## config.mk

```make
export PLATFORM = sky130hd
export DESIGN_NAME = mem_read_arbiter
export DESIGN_NICKNAME = d
export VERILOG_FILES = /design/src/rtl/mem_arb_pkg.sv /design/src/rtl/mem_read_arbiter_rr_select.sv /design/src/rtl/mem_read_arbiter.sv
export SDC_FILE = /design/constraint.sdc
export NUM_CORES = 1
export LEC_CHECK = 0
export ABC_AREA = 1
export BUFFER_PORTS_ARGS = -buffer_cell sky130_fd_sc_hd__buf_2
export CORE_MARGIN = 3
export CORE_UTILIZATION = 47
export DETAILED_ROUTE_END_ITERATION = 8
export PLACE_DENSITY = 0.75
export SETUP_SLACK_MARGIN = 0.4
export SYNTH_ARGS = -nofsm -noshare
export SYNTH_HDL_FRONTEND = slang
export SYNTH_SLANG_ARGS = --single-unit
```

## constraint.sdc

```tcl
create_clock -name clock -period 1.5 [get_ports clock]
set_clock_uncertainty 0.05 [all_clocks]
set_input_delay 0.3 -clock clock [delete_from_list [all_inputs] [get_ports clock]]
set_output_delay 0.3 -clock clock [all_outputs]
set_load 0.01 [all_outputs]
```

## src/rtl/mem_arb_pkg.sv

```systemverilog
// Shared definitions for the memory read arbiters: FSM state encoding and
// default parameter values.
package mem_arb_pkg;

  // Default parameter values
  localparam int unsigned DEF_NUM_REQ      = 2;
  localparam int unsigned DEF_WORD_SIZE    = 8;
  localparam int unsigned DEF_ADDRESS_SIZE = 4;
  localparam int unsigned DEF_TIMEOUT      = 15;

  // Timeout counter width; TIMEOUT is limited to 1..255
  localparam int unsigned TMO_CNT_W = 8;

  // Arbiter FSM state encoding
  localparam logic [1:0] IDLE  = 2'd0;
  localparam logic [1:0] ISSUE = 2'd1;
  localparam logic [1:0] WAIT  = 2'd2;
  localparam logic [1:0] DONE  = 2'd3;

endpackage

```

## src/rtl/mem_read_arbiter_rr_select.sv

```systemverilog
// Combinational round-robin picker. Searches req from (last_grant+1) mod
// NUM_REQ upward with wrap and reports the first set bit.
//   req        : request vector
//   last_grant : index of the previously served requester
//   found_c    : at least one request bit is set
//   index_c    : index of the winning requester (0 when none)
module rr_select
  import mem_arb_pkg::*;
#(
  parameter int unsigned NUM_REQ = DEF_NUM_REQ
) (
  input  logic [NUM_REQ-1:0]         req,
  input  logic [$clog2(NUM_REQ)-1:0] last_grant,
  output logic                       found_c,
  output logic [$clog2(NUM_REQ)-1:0] index_c
);

  localparam int unsigned ID_W = $clog2(NUM_REQ);

  // First hit wins, so candidates are visited in priority order
  always_comb begin
    int unsigned cand;
    found_c = 1'b0;
    index_c = '0;
    cand    = 0;
    for (int unsigned k = 1; k <= NUM_REQ; k++) begin
      cand = (32'(last_grant) + k) % NUM_REQ;
      if (!found_c && (|(req & (NUM_REQ'(1) << cand)))) begin
        found_c = 1'b1;
        index_c = ID_W'(cand);
      end
    end
  end

endmodule

```

## src/rtl/mem_read_arbiter.sv

```systemverilog
// Round-robin arbiter sharing one handshaked memory read port between
// NUM_REQ requesters, with a per-transaction timeout.
//   clock, reset : clock and asynchronous active-high reset
//   req_valid    : per-requester read request (level, held until req_done)
//   req_addr     : packed addresses, requester i at [i*ADDRESS_SIZE +: ADDRESS_SIZE]
//   req_done     : one-hot one-cycle completion pulse
//   req_data     : read word, valid with req_done
//   req_error    : transaction timed out (req_data = 0)
//   mem_r_en     : memory read enable, high while the read is outstanding
//   mem_r_addr   : latched address of the granted request
//   mem_r_data   : memory read data
//   mem_r_ready  : memory ready/valid
//   busy         : arbiter not idle
//   grant_id     : current/last granted requester
module mem_read_arbiter
  import mem_arb_pkg::*;
#(
  parameter int unsigned NUM_REQ      = DEF_NUM_REQ,
  parameter int unsigned WORD_SIZE    = DEF_WORD_SIZE,
  parameter int unsigned ADDRESS_SIZE = DEF_ADDRESS_SIZE,
  parameter int unsigned TIMEOUT      = DEF_TIMEOUT
) (
  input  logic                              clock,
  input  logic                              reset,
  input  logic [NUM_REQ-1:0]                req_valid,
  input  logic [NUM_REQ*ADDRESS_SIZE-1:0]   req_addr,
  output logic [NUM_REQ-1:0]                req_done,
  output logic [WORD_SIZE-1:0]              req_data,
  output logic                              req_error,
  output logic                              mem_r_en,
  output logic [ADDRESS_SIZE-1:0]           mem_r_addr,
  input  logic [WORD_SIZE-1:0]              mem_r_data,
  input  logic                              mem_r_ready,
  output logic                              busy,
  output logic [$clog2(NUM_REQ)-1:0]        grant_id
);

  localparam int unsigned ID_W = $clog2(NUM_REQ);

  logic [1:0]              state, state_nxt;
  logic [ID_W-1:0]         last_grant, last_grant_nxt;
  logic [ID_W-1:0]         grant_id_nxt;
  logic [ADDRESS_SIZE-1:0] mem_r_addr_nxt;
  logic                    mem_r_en_nxt;
  logic [TMO_CNT_W-1:0]    tmo_cnt, tmo_cnt_nxt, tmo_cnt_inc;
  logic                    err_flag, err_flag_nxt;
  logic [WORD_SIZE-1:0]    req_data_nxt;
  logic [NUM_REQ-1:0]      req_done_nxt;
  logic                    req_error_nxt;
  logic                    busy_nxt;

  logic                    win_found_c;
  logic [ID_W-1:0]         win_idx_c;

  // Round-robin winner among the current requests
  rr_select #(
    .NUM_REQ (NUM_REQ)
  ) u_rr_select (
    .req        (req_valid),
    .last_grant (last_grant),
    .found_c    (win_found_c),
    .index_c    (win_idx_c)
  );

  assign tmo_cnt_inc = tmo_cnt + TMO_CNT_W'(1);

  // Next-state and next-output logic; every registered output is computed
  // here so nothing combinational reaches the ports
  always_comb begin
    state_nxt      = state;
    last_grant_nxt = last_grant;
    grant_id_nxt   = grant_id;
    mem_r_addr_nxt = mem_r_addr;
    mem_r_en_nxt   = 1'b0;
    tmo_cnt_nxt    = tmo_cnt;
    err_flag_nxt   = err_flag;
    req_data_nxt   = req_data;
    req_done_nxt   = '0;
    req_error_nxt  = 1'b0;

    case (state)
      IDLE: begin
        if (win_found_c) begin
          grant_id_nxt   = win_idx_c;
          mem_r_addr_nxt = ADDRESS_SIZE'(req_addr >> (32'(win_idx_c) * ADDRESS_SIZE));
          state_nxt      = ISSUE;
        end
      end
      ISSUE: begin
        // Ready is ignored here: it may be left over from the previous read
        mem_r_en_nxt = 1'b1;
        tmo_cnt_nxt  = '0;
        state_nxt    = WAIT;
      end
      WAIT: begin
        if (mem_r_ready) begin
          req_data_nxt = mem_r_data;
          err_flag_nxt = 1'b0;
          state_nxt    = DONE;
        end else if (tmo_cnt_inc == TMO_CNT_W'(TIMEOUT)) begin
          req_data_nxt = '0;
          err_flag_nxt = 1'b1;
          tmo_cnt_nxt  = tmo_cnt_inc;
          state_nxt    = DONE;
        end else begin
          tmo_cnt_nxt  = tmo_cnt_inc;
          mem_r_en_nxt = 1'b1;
        end
      end
      DONE: begin
        req_done_nxt   = NUM_REQ'(1) << grant_id;
        req_error_nxt  = err_flag;
        last_grant_nxt = grant_id;
        state_nxt      = IDLE;
      end
      default: begin
        state_nxt = IDLE;
      end
    endcase

    busy_nxt = (state_nxt != IDLE);
  end

  // State and output registers
  always_ff @(posedge clock or posedge reset) begin
    if (reset) begin
      state      <= IDLE;
      last_grant <= ID_W'(NUM_REQ - 1);
      grant_id   <= '0;
      mem_r_addr <= '0;
      mem_r_en   <= 1'b0;
      tmo_cnt    <= '0;
      err_flag   <= 1'b0;
      req_data   <= '0;
      req_done   <= '0;
      req_error  <= 1'b0;
      busy       <= 1'b0;
    end else begin
      state      <= state_nxt;
      last_grant <= last_grant_nxt;
      grant_id   <= grant_id_nxt;
      mem_r_addr <= mem_r_addr_nxt;
      mem_r_en   <= mem_r_en_nxt;
      tmo_cnt    <= tmo_cnt_nxt;
      err_flag   <= err_flag_nxt;
      req_data   <= req_data_nxt;
      req_done   <= req_done_nxt;
      req_error  <= req_error_nxt;
      busy       <= busy_nxt;
    end
  end

endmodule

```

==> impl_metrics.env <==
export IMPL_synth_warnings=0
export IMPL_syn_area_mm2=0.00149
export IMPL_drv_slew=0
export IMPL_ir_drop_v=0.00111
export IMPL_floorplan_die_height_um=62.3
export IMPL_path_class="reg2reg"
export IMPL_yosysTopAreaCell="dfrtp_1"
export IMPL_die_w_um=62.3
export IMPL_total_power_mw=3.96
export IMPL_hold_start="mem_r_data[0]"
export IMPL_row_count=19
export IMPL_first_iter_violations=51
export IMPL_holdPathStages=3
export IMPL_design_portCount=39
export IMPL_fin_crit_sh_pct=112
export IMPL_syn_inst=177
export IMPL_reg2reg_setup_slack_ns=-0.18
export IMPL_finalHoldViolCount=0
export IMPL_clock_path_buffers=2
export IMPL_muxShareOfSynthArea_pct=2.68
export IMPL_clkSinkCount=30
export IMPL_r2r_start="tmo_cnt[1]"
export IMPL_cts_root_buf="clkbuf_4"
export IMPL_violations="negative setup slack"
export IMPL_synthXorXnorAreaFrac_pct=0
export IMPL_wire_per_inst_um=14.2
export IMPL_vias_per_cell=5.04
export IMPL_r2r_cells=9
export IMPL_cp_slowest_cell="dfrtp_1"
export IMPL_p_leak_nw=1.22
export IMPL_cts_tree="done"
export IMPL_start_util_pct=51.8
export IMPL_coreArea_mm2=0.00288
export IMPL_cts_max_level=2
export IMPL_finalSetupViolations=13
export IMPL_synth_top_family_by_area="simple AND/OR/NAND/NOR gates"
export IMPL_post_route_drc_count=0
export IMPL_clock_latency_ns=0.32
export IMPL_syn_avg_cell_area_um2=8.43
export IMPL_slew_headroom_pct=75.8
export IMPL_fmax_mhz=597
export IMPL_multiInputGateArea_um2=878
export IMPL_hold_end="req_data[0]"
export IMPL_hp_class="in2reg"
export IMPL_drt_wl_total_um=4220
export IMPL_num_vias=1493
export IMPL_crit_required_ns=1.71
export IMPL_final_setup_worst_slack_ns=-0.176
export IMPL_arrival_ns=1.88
export IMPL_dr_pass1_iters=4
export IMPL_grt_pass1_vias=1355
export IMPL_synth_ff_latch_count=30
export IMPL_syn_num_nets=205
export IMPL_grt_overflow=0
export IMPL_synthSimpleGateAreaFrac_pct=25.8
export IMPL_track_usage_pct=18.8
export IMPL_place_congestion=0.925
export IMPL_yosys_area_share_adder_pct=5.87
export IMPL_crit_path_frequent_cell="nor2_4"
export IMPL_synthTopCellsByArea="dfrtp_1 (49%), nand2_1 (14%), inv_1 (6.3%), ha_1 (5.9%), mux2i_1 (2.7%)"
export IMPL_use_met2_pct=32.8
export IMPL_grt_pass1_wl_um=5860
export IMPL_max_cap_violations=0
export IMPL_die_area_mm2=0.00389
export IMPL_hpwl_um=2430
export IMPL_synth_cell_types=23
export IMPL_grt_max_degree=31
export IMPL_finalWorstPathRequiredPeriod_ns=1.68
export IMPL_seq_area_frac_synth_pct=50.4
export IMPL_io_buffers=38
export IMPL_cts_made_buffers=5
export IMPL_grt_use_met3_pct=4.32
export IMPL_pre_cts_ws_ns=-0.108
export IMPL_crit_path_cell_trace="ha_4, nand2_2, inv_2, nor2_4, nand3_2, nor2_4, nand4_1, buf_4, a21oi_2"
export IMPL_tightest_slew_ns=0.363
export IMPL_crit_path_max_fanout=4
export IMPL_rsz0062_at_grt="true"
export IMPL_drive_above_1_share_pct=54.3
export IMPL_clk_pin_slew_worst_paths_ns=0.10
export IMPL_num_fill_cells=160
export IMPL_start_kind="flip-flop"
export IMPL_regArea_um2=754
export IMPL_nets=281
export IMPL_fin_hold_ws_ns=0.116
export IMPL_endpoint_kind="flip-flop"
export IMPL_cpPeakStageDelay_ns=0.43
export IMPL_synth_compound_gate_area_share_pct=8.22
export IMPL_ant_nets=0
export IMPL_power_density_mw_per_mm2=1720
export IMPL_synth_top_area_share_pct=48.7
export IMPL_met1_usage_pct=22.3
export IMPL_antennaDiodeCount=0
export IMPL_gr_max_usage_layer="met2"
export IMPL_r2r_end="err_flag"
export IMPL_antenna_found_initial=0
export IMPL_status="finished with violations"
export IMPL_area_growth_pct=54.6
kinds of logic after synthesis:
group	after synthesis
AOI/OAI and AO/OA	21
adders and majority gates	7
buffers and inverters	28
DFF	30
muxes	4
and+or+nand+nor	87
state kept, by name, summed over array words and instances (netlist names):
signal / count
req_done: 2
mem_r_en: 1
req_data: 8
last_grant: 1
grant_id: 1
req_error: 1
err_flag: 1
mem_r_addr: 4
tmo_cnt: 8
busy: 1
state: 2
repair_timing:
| action | in CTS | in global routing |
|---|---|---|
| endpoints found under the setup margin | 44 | 47 |
| hold buffers | 1 | 0 |
| cloned | 1 | 0 |
| buffers inserted | 12 | 12 |
| gates resized for setup | 36 | 32 |
| hold endpoints to repair | 29 | 0 |
| pin swaps | 14 | 14 |
final cells by class:
cell class	count	area share (%)
multi-input cells	120	38.1
flip-flops and latches	30	32.7
repair buffers	68	19.5
clock inverters	2	0.434
clock buffers	6	1.79
inverters	28	5.21
well taps	42	2.28
layout by cell type, fill, tap and decap left out, drive strengths merged:
cell and n:
clkinv 2, ha 7, dfrtp 29, dfstp 1, clkbuf 6, nor2 12
o22ai 2, nand2 64, a21boi 1, mux2i 4, nand3 10, buf 67
o21bai 1, nand4 2, dlygate4sd3 1, o21ai 12, o211ai 1, inv 28
a21oi 4
cell usage after synthesis:
cell,instances
a21boi_1,1
a21oi_1,3
a21oi_2,1
dfrtp_1,29
dfstp_2,1
ha_1,7
inv_1,25
inv_2,3
mux2i_1,4
nand2_1,57
nand2_2,5
nand2_4,1
nand3_1,8
nand3_2,2
nand4_1,2
nor2_1,10
nor2_2,1
nor2_4,1
o211ai_1,1
o21ai_0,6
o21ai_1,6
o21bai_2,1
o22ai_1,2
metrics by stage:
stage          cell area (um2)  TNS, ns  instances  utilization (%)
5_1_grt                   2310    -3.09        296             80.2
3_5_place_dp              1820   -0.825        262             63.2
3_3_place_gp              1820   -0.136        262             63.2
6_report                  2310    -1.57        296             80.2
2_1_floorplan             1540   -0.135        177                -
4_1_cts                   2090   -0.394        284             72.6
critical path: cells and delay by family (launching register included):
family	cells	cell delay [ns]
buf+inv	2	0.24
flops	1	0.43
compound gates	1	0.12
fa+ha+maj	1	0.19
simple gates	5	0.58
per-layer routing:
metal	vias to the layer above	wire, um
met5	-	0
met4	0	128
met3	15	250
met2	62	2020
met1	711	1810
li1	705	-
where the power goes:
group	switching, mW	leakage [nW]	total, mW	internal (mW)
Clock	0.274	0.0320	0.452	0.178
Sequential	0.197	0.384	1.29	1.09
Combinational	1.19	0.809	2.22	1.03
how the worst max path moves through the flow:
stage,start,to,slack (ns),cells past startpoint
global placement,tmo_cnt[1],req_data[1],-0.03,11
detailed placement,tmo_cnt[1],req_data[3],-0.11,11
global route,tmo_cnt[0],busy,-0.30,9
floorplan,tmo_cnt[1],req_data[0],-0.02,11
CTS,tmo_cnt[1],req_data[4],-0.06,11
finish,tmo_cnt[1],err_flag,-0.18,9
Power figures use the tool's default switching activity.
